===== config.mk =====
export PLATFORM = sky130hd
export DESIGN_NAME = ps2_kbd_ctrl
export DESIGN_NICKNAME = d
export VERILOG_FILES = /design/src/rtl/ps2_pkg.sv /design/src/rtl/ps2_evt_fifo.sv /design/src/rtl/ps2_kbd_ctrl.sv
export SDC_FILE = /design/constraint.sdc
export NUM_CORES = 1
export LEC_CHECK = 0
export ABC_AREA = 1
export CAP_MARGIN = 10
export CORE_MARGIN = 5
export CORE_UTILIZATION = 27
export CTS_BUF_LIST = sky130_fd_sc_hd__clkbuf_4 sky130_fd_sc_hd__clkbuf_8
export CTS_CLUSTER_DIAMETER = 60
export DETAILED_ROUTE_END_ITERATION = 10
export DONT_BUFFER_PORTS = 1
export HOLD_SLACK_MARGIN = 0.06
export PLACE_DENSITY_LB_ADDON = 0.25
export SYNTH_ARGS = -nofsm -noshare
export SYNTH_HDL_FRONTEND = slang
export SYNTH_SLANG_ARGS = --single-unit

===== constraint.sdc =====
create_clock -name clk -period 2.6 [get_ports clk]
set_clock_uncertainty 0.2 [all_clocks]
set_input_delay 0.13 -clock clk [delete_from_list [all_inputs] [get_ports clk]]
set_output_delay 0.13 -clock clk [all_outputs]
set_load 0.005 [all_outputs]

===== src/rtl/ps2_pkg.sv =====
// Shared types and constants for the PS/2 keyboard scan-code decoder.
package ps2_pkg;

  // Prefix-tracking states of the scan-code decoder.
  typedef enum logic [1:0] {
    IDLE    = 2'd0,
    EXT     = 2'd1,
    BRK     = 2'd2,
    EXT_BRK = 2'd3
  } ps2_state_t;

  localparam logic [7:0] PFX_EXT = 8'hE0;
  localparam logic [7:0] PFX_BRK = 8'hF0;
  localparam logic [7:0] LSHIFT  = 8'h12;
  localparam logic [7:0] RSHIFT  = 8'h59;
  localparam logic [7:0] CAPS    = 8'h58;

  // One decoded key event as stored in the event FIFO.
  typedef struct packed {
    logic [7:0] code;
    logic       ext;
    logic       brk;
    logic       rep;
  } ps2_evt_t;

endpackage


===== src/rtl/ps2_evt_fifo.sv =====
// Show-ahead event FIFO: head entry is visible on dout_o whenever valid_o is high.
module ps2_evt_fifo
  import ps2_pkg::*;
#(
  parameter int DEPTH = 8
) (
  input  logic                         clk,
  input  logic                         reset,
  input  logic                         push_i,
  input  ps2_evt_t                     din_i,
  input  logic                         pop_i,
  output ps2_evt_t                     dout_o,
  output logic                         valid_o,
  output logic                         full_o,
  output logic [$clog2(DEPTH+1)-1:0]   count_o
);

  localparam int AW = $clog2(DEPTH);
  localparam int CW = $clog2(DEPTH + 1);

  logic [AW-1:0] wr_ptr_q, wr_ptr_d;
  logic [AW-1:0] rd_ptr_q, rd_ptr_d;
  logic [CW-1:0] count_q, count_d;
  ps2_evt_t      mem_q [DEPTH];
  logic          do_push_s;
  logic          do_pop_s;

  // Accept/commit decisions; a push into a full FIFO is taken only alongside a pop.
  always_comb begin
    valid_o   = (count_q != '0);
    full_o    = (count_q == CW'(DEPTH));
    do_pop_s  = pop_i && valid_o;
    do_push_s = push_i && (!full_o || do_pop_s);
    wr_ptr_d  = do_push_s ? wr_ptr_q + AW'(1) : wr_ptr_q;
    rd_ptr_d  = do_pop_s  ? rd_ptr_q + AW'(1) : rd_ptr_q;
    count_d   = count_q + CW'(do_push_s) - CW'(do_pop_s);
    if (valid_o) begin
      dout_o = mem_q[rd_ptr_q];
    end else begin
      dout_o = '0;
    end
    count_o = count_q;
  end

  // Pointer and occupancy registers; pointers wrap naturally as DEPTH is a power of two.
  always_ff @(posedge clk) begin
    if (!reset) begin
      wr_ptr_q <= '0;
      rd_ptr_q <= '0;
      count_q  <= '0;
    end else begin
      wr_ptr_q <= wr_ptr_d;
      rd_ptr_q <= rd_ptr_d;
      count_q  <= count_d;
    end
  end

  // Storage array; contents need no reset because the head is masked while empty.
  always_ff @(posedge clk) begin
    if (do_push_s) begin
      mem_q[wr_ptr_q] <= din_i;
    end
  end

endmodule


===== src/rtl/ps2_kbd_ctrl.sv =====
// PS/2 keyboard controller: prefix decode, repeat/modifier tracking, event FIFO.
module ps2_kbd_ctrl
  import ps2_pkg::*;
#(
  parameter int DEPTH = 8
) (
  input  logic                        clk,
  input  logic                        reset,
  input  logic [7:0]                  rx_data,
  input  logic                        rx_valid,
  output logic                        evt_valid,
  input  logic                        evt_ready,
  output logic [7:0]                  evt_code,
  output logic                        evt_ext,
  output logic                        evt_break,
  output logic                        evt_repeat,
  output logic [$clog2(DEPTH+1)-1:0]  fifo_count,
  output logic                        overflow,
  input  logic                        clr_ovf,
  output logic                        shift,
  output logic                        caps
);

  ps2_state_t state_q, state_d;
  ps2_evt_t   ev_q, ev_d;
  logic       push_q, push_d;
  logic       lm_valid_q, lm_valid_d;
  logic       lm_ext_q, lm_ext_d;
  logic [7:0] lm_code_q, lm_code_d;
  logic       lshift_q, lshift_d;
  logic       rshift_q, rshift_d;
  logic       caps_q, caps_d;
  logic       ovf_q, ovf_d;
  logic       fire_s;
  logic       lm_hit_s;
  ps2_evt_t   head_s;
  logic       fifo_full_s;
  logic       pop_s;

  // Prefix FSM plus event formation, repeat detection and modifier tracking.
  always_comb begin
    state_d    = state_q;
    fire_s     = 1'b0;
    ev_d       = '0;
    lm_valid_d = lm_valid_q;
    lm_ext_d   = lm_ext_q;
    lm_code_d  = lm_code_q;
    lshift_d   = lshift_q;
    rshift_d   = rshift_q;
    caps_d     = caps_q;
    lm_hit_s   = 1'b0;
    if (rx_valid) begin
      if (rx_data == 8'h00 || rx_data == 8'hFF) begin
        state_d = IDLE;
      end else begin
        ev_d.code = rx_data;
        case (state_q)
          IDLE: begin
            if (rx_data == PFX_EXT)      state_d = EXT;
            else if (rx_data == PFX_BRK) state_d = BRK;
            else                         fire_s  = 1'b1;
          end
          EXT: begin
            ev_d.ext = 1'b1;
            if (rx_data == PFX_BRK)      state_d = EXT_BRK;
            else if (rx_data == PFX_EXT) state_d = EXT;
            else                         fire_s  = 1'b1;
          end
          BRK: begin
            ev_d.brk = 1'b1;
            if (rx_data == PFX_BRK) state_d = BRK;
            else                    fire_s  = 1'b1;
          end
          EXT_BRK: begin
            ev_d.ext = 1'b1;
            ev_d.brk = 1'b1;
            if (rx_data == PFX_BRK) state_d = EXT_BRK;
            else                    fire_s  = 1'b1;
          end
          default: state_d = IDLE;
        endcase
      end
    end else begin
      state_d = state_q;
    end

    if (fire_s) begin
      state_d  = IDLE;
      lm_hit_s = lm_valid_q && (lm_ext_q == ev_d.ext) && (lm_code_q == ev_d.code);
      if (ev_d.brk) begin
        if (lm_hit_s) lm_valid_d = 1'b0;
        else          lm_valid_d = lm_valid_q;
      end else if (lm_hit_s) begin
        ev_d.rep = 1'b1;
      end else begin
        lm_valid_d = 1'b1;
        lm_ext_d   = ev_d.ext;
        lm_code_d  = ev_d.code;
      end
      if (!ev_d.ext) begin
        if (ev_d.code == LSHIFT)      lshift_d = !ev_d.brk;
        else if (ev_d.code == RSHIFT) rshift_d = !ev_d.brk;
        else if (ev_d.code == CAPS && !ev_d.brk && !ev_d.rep) caps_d = !caps_q;
        else                          caps_d = caps_q;
      end else begin
        caps_d = caps_q;
      end
    end else begin
      ev_d = '0;
    end
    push_d = fire_s;
  end

  // Sticky drop flag: a rejected push sets it and wins over a same-cycle clear.
  always_comb begin
    pop_s = evt_valid && evt_ready;
    if (push_q && fifo_full_s && !pop_s) begin
      ovf_d = 1'b1;
    end else if (clr_ovf) begin
      ovf_d = 1'b0;
    end else begin
      ovf_d = ovf_q;
    end
  end

  // Decoder, modifier and staged-event registers.
  always_ff @(posedge clk) begin
    if (!reset) begin
      state_q    <= IDLE;
      ev_q       <= '0;
      push_q     <= 1'b0;
      lm_valid_q <= 1'b0;
      lm_ext_q   <= 1'b0;
      lm_code_q  <= 8'h00;
      lshift_q   <= 1'b0;
      rshift_q   <= 1'b0;
      caps_q     <= 1'b0;
      ovf_q      <= 1'b0;
    end else begin
      state_q    <= state_d;
      ev_q       <= ev_d;
      push_q     <= push_d;
      lm_valid_q <= lm_valid_d;
      lm_ext_q   <= lm_ext_d;
      lm_code_q  <= lm_code_d;
      lshift_q   <= lshift_d;
      rshift_q   <= rshift_d;
      caps_q     <= caps_d;
      ovf_q      <= ovf_d;
    end
  end

  ps2_evt_fifo #(.DEPTH(DEPTH)) u_fifo (
    .clk     (clk),
    .reset   (reset),
    .push_i  (push_q),
    .din_i   (ev_q),
    .pop_i   (evt_ready),
    .dout_o  (head_s),
    .valid_o (evt_valid),
    .full_o  (fifo_full_s),
    .count_o (fifo_count)
  );

  // Output mapping from the FIFO head and tracked state.
  always_comb begin
    evt_code   = head_s.code;
    evt_ext    = head_s.ext;
    evt_break  = head_s.brk;
    evt_repeat = head_s.rep;
    overflow   = ovf_q;
    shift      = lshift_q | rshift_q;
    caps       = caps_q;
  end

endmodule


==> results.md <==
- Worst-Margin Slew: just over 0.8 ns
- Cells after DPL: approximately 830
- Worst-path clk slew: 0.09 ns
- Via Count: roughly 4000
- Die width: between 150 and 200 um
- NetSw: between 0.0015 and 0.002 W
- Yosys reg bits: about 130
- Max incr delay on CP: around 0.59 ns
- Reg2Reg Setup Slack: between 0.2 and 0.3 ns
- Sequential Power Share: 0.436
- Die Footprint: about 24000 sq um
- Sinks on Clock Net: approximately 130
- Vias in the first global route: ~4000
- Beginning of the worst hold path: rx_data[2]
- Synth Instances: 560
- IO Pins: 32
- DRT Wirelength: 13100 um
- Synth Flop Type: edfxtp_1
- Initial Util: 0.277
- Clk root buf: clkbuf_8
- Mean area per synthesized cell: 10.1 sq um
- Non-filler cells, final: 877
- Largest net degree at the start of global routing: 32
- Max_cap viols: 0
- Final core area utilization: 0.325
- Worst slew margin: 0.456
- Hold Path Class: in -> reg
- Synth area leader: edfxtp_1
- EDFF count, synth: 88
- Clock power share: 0.336
- Xor/xnor share of the synthesized area: 0.00467
- I/O Buffers: 0
- Final period util: 0.948
- Critical path type: in -> reg
- RSZ-0062 raised after global routing: yes
- Clk_lat worst skew: ~0.43 ns
- Avg WL per Cell: 14.9 um
- Routability cong.: between 0.8 and 0.9
- WP data arrival: 2.60 ns
- PD cells: 813 nW/um^2
- Fillers: 2059
- Worst reg2reg path depth: 13
- Worst flop-to-flop path endpoint: u_fifo.count_o[3]$_SDFF_PN0_
- Synth unique cells: between 40 and 50
- Crit Path Max Fanout: 8
- Top cells by area, synth: edfxtp_1 (47%), dfxtp_1 (15%), nor2_1 (8.1%), o21ai_0 (5.6%), nand2_1 (3.9%)
- H-tree lvl count: 4
- Status: completed
- Row cnt: 52
- Worst Setup Start Kind: input pin
- Synthesis Warnings: 0
- Sw Share: 0.329
- Area growth, synth to finish: 17.6%
- Synth Area in Simple Gates: 0.192
- Setup-failing EPs final: 0
- Layout cell share with drive strength beyond 1: 0.143
- Core footprint: 20400 sq um
- CP Cell Sequence: dlygate4sd3_1 > nand2_1 > inv_1 > nand2_1 > nor2_1 > nor2_4 > nand3b_1 > and3_1 > nand3b_1 > nor2_1 > ha_1 > inv_2 > nand3_1 > inv_1 > nand4_1 > nor2_1 > nand4_1 > nand2_1 > nor2_1
- Max clock buf depth: 2
- Critical path's top delay family: simple AND/OR/NAND/NOR gates
- Mux share of post-synthesis cell area: 0
- Cell count of the worst hold path: 3
- Worst path required time: roughly 2.7 ns
- First-pass GRT wire length: between 20000 and 25000 um
- Final setup TNS: 0 ns
- Share of the synthesized area in the top cell type: 0.469
- Antenna cells: 0
- Final Max Tran Viols: 0
- Main combinational cell family by area after synthesis: simple AND/OR/NAND/NOR gates
- Residual DRC: 0
- Register area share after synthesis: 0.615
- Post-synthesis async set-or-reset flop share: 0
- Critical path's slowest cell: dlygate4sd3_1
- Max Clk Rate: slightly above 400 MHz
- Fin crit period: approximately 2.5 ns
- DR iter-0 viols: approximately 240
- P_leak: approximately 2.5 nW
- CP most frequent cell: nor2_1
- Worst Hold Path EP: lm_code_q[2]$_SDFFE_PN0P_
- Adder-cell area share of the yosys netlist: 0.0258
- CP endpoint kind: flip-flop
- RR Startpoint: u_fifo.count_o[2]$_SDFF_PN0_
- CTS buffer count: 17
- Logic pwr share: 0.228
- Vias per inst: around 4.6
- Syn Nets: about 580
- Buffers plus inverters on the worst setup path: 4
- Die Ht: ~150 um
- TritonCTS clock tree: built
- TritonRoute pass-1 iters: 4
- Internal: approximately 0.0036 W
- All-Layer GR Usage: 0.112
- Hpwl dp: 8570 um
- Hold Violations, Final: 0
- Compound-gate portion of the synthesized area: 0.112
- Grt ovf: 0
- VDD IR-drop max: around 0.28 mV
- Antenna violations before repair: 0
- Final nets: just over 600
- Mapped cell area: around 5600 sq um
- Post-route antenna net violation count: 0
==> cell families after synthesis <==
group                      after synthesis
xor gates and xnor gates                 3
AOI/OAI and AO/OA                      116
adders and majority gates               11
buffers and inverters                   70
and+or+nand+nor                        231
DFF                                    129
==> tightest hold or removal path, stage by stage <==
cell and delay, ns:
dlymetal6s4s_1 0.30, inv_1 0.16, a21oi_1 0.08
==> registers in the layout, indices dropped and copies added (netlist names), 2 cells and up, named ones only <==
name	flops
u_fifo.mem_q	88
ev_q	11
lm_code_q	8
u_fifo.count_o	4
u_fifo.rd_ptr_q	3
u_fifo.wr_ptr_q	3
state_q	2
==> worst max-delay path by stage <==
| stage | cells past startpoint | end | start |
|---|---|---|---|
| after global routing | 20 | caps$_SDFFE_PN0P_ | rx_data[1] |
| after floorplan | 12 | u_fifo.count_o[2]$_SDFF_PN0_ | u_fifo.count_o[2]$_SDFF_PN0_ |
| after CTS | 5 | evt_code[7] | flip-flop |
| final | 19 | caps$_SDFFE_PN0P_ | rx_data[7] |
| after detailed placement | 12 | u_fifo.count_o[2]$_SDFF_PN0_ | u_fifo.count_o[2]$_SDFF_PN0_ |
| after global placement | 12 | u_fifo.count_o[2]$_SDFF_PN0_ | u_fifo.count_o[2]$_SDFF_PN0_ |
==> power groups by stage <==
| stage | clock network [W] | logic (W) | registers [W] |
|---|---|---|---|
| 2_1_floorplan | 0 | 0.000861 | 0.00238 |
| 3_3_place_gp | 0 | 0.00120 | 0.00239 |
| 3_5_place_dp | 0 | 0.00122 | 0.00240 |
| 4_1_cts | 0.00187 | 0.00125 | 0.00235 |
| 5_1_grt | 0.00196 | 0.00141 | 0.00236 |
| 6_report | 0.00181 | 0.00123 | 0.00235 |
==> synthesized netlist by cell type (2+ instances only) <==
cell type,n
nor2_1,121
edfxtp_1,88
o21ai_0,63
nand2_1,58
inv_1,43
dfxtp_1,41
a21oi_1,19
clkbuf_1,15
a31oi_1,11
nand3_1,11
o22ai_1,11
ha_1,10
nand4_1,8
o21ai_1,8
nand3b_1,7
inv_2,5
nand2_2,4
nor2_2,4
nand2_4,3
nor2_4,3
buf_2,2
buf_4,2
nor3_1,2
or2_2,2
xor2_1,2
==> layer usage <==
layer	wire length, um	global-route usage	vias to the layer above
li1	-	-	1983
met1	5960	0.140	1966
met2	6460	0.190	72
met3	537	0.0277	11
met4	127	0.0408	0
met5	0	0	-
==> timing repair <==
action,in CTS,in global routing
endpoints found under the setup margin,0,18
buffers inserted,0,2
hold endpoints to repair,41,0
hold buffers,17,0
gates resized for setup,0,10
==> layout by cell type (no fill, tap or decap), drive strengths merged, types with 13 or more instances in the layout <==
cell and instances:
buf 19, nor2 129, a21oi 20, clkbuf 17
o21ai 73, nand3 13, nand2 66, inv 58
dfxtp 41, edfxtp 88, dlygate4sd3 13
==> area by class of cell <==
cell class / instances / area (sq um) / area share
Clock buffer: 17 / 234 / 0.0353
Tap cell: 270 / 338 / 0.0510
Inverter: 49 / 193 / 0.0291
Sequential cell: 129 / 3460 / 0.523
Clock inverter: 15 / 190 / 0.0287
Timing Repair Buffer: 36 / 323 / 0.0488
Multi-Input combinational cell: 361 / 1880 / 0.284
==> metrics by stage <==
stage / hold slack, ns / instance area (sq um) / power (W) / setup WS, ns
final: 0.0845 / 6620 / 0.00538 / 0.136
after global routing: 0.0816 / 6620 / 0.00573 / -0.0489
after CTS: 0.0676 / 6590 / 0.00547 / 0.0422
after detailed placement: 0.0375 / 6000 / 0.00362 / 0.217
after global placement: 0.0303 / 6000 / 0.00359 / 0.268
after floorplan: 0.0646 / 5630 / 0.00324 / 0.381
Power figures use the tool's default switching activity.
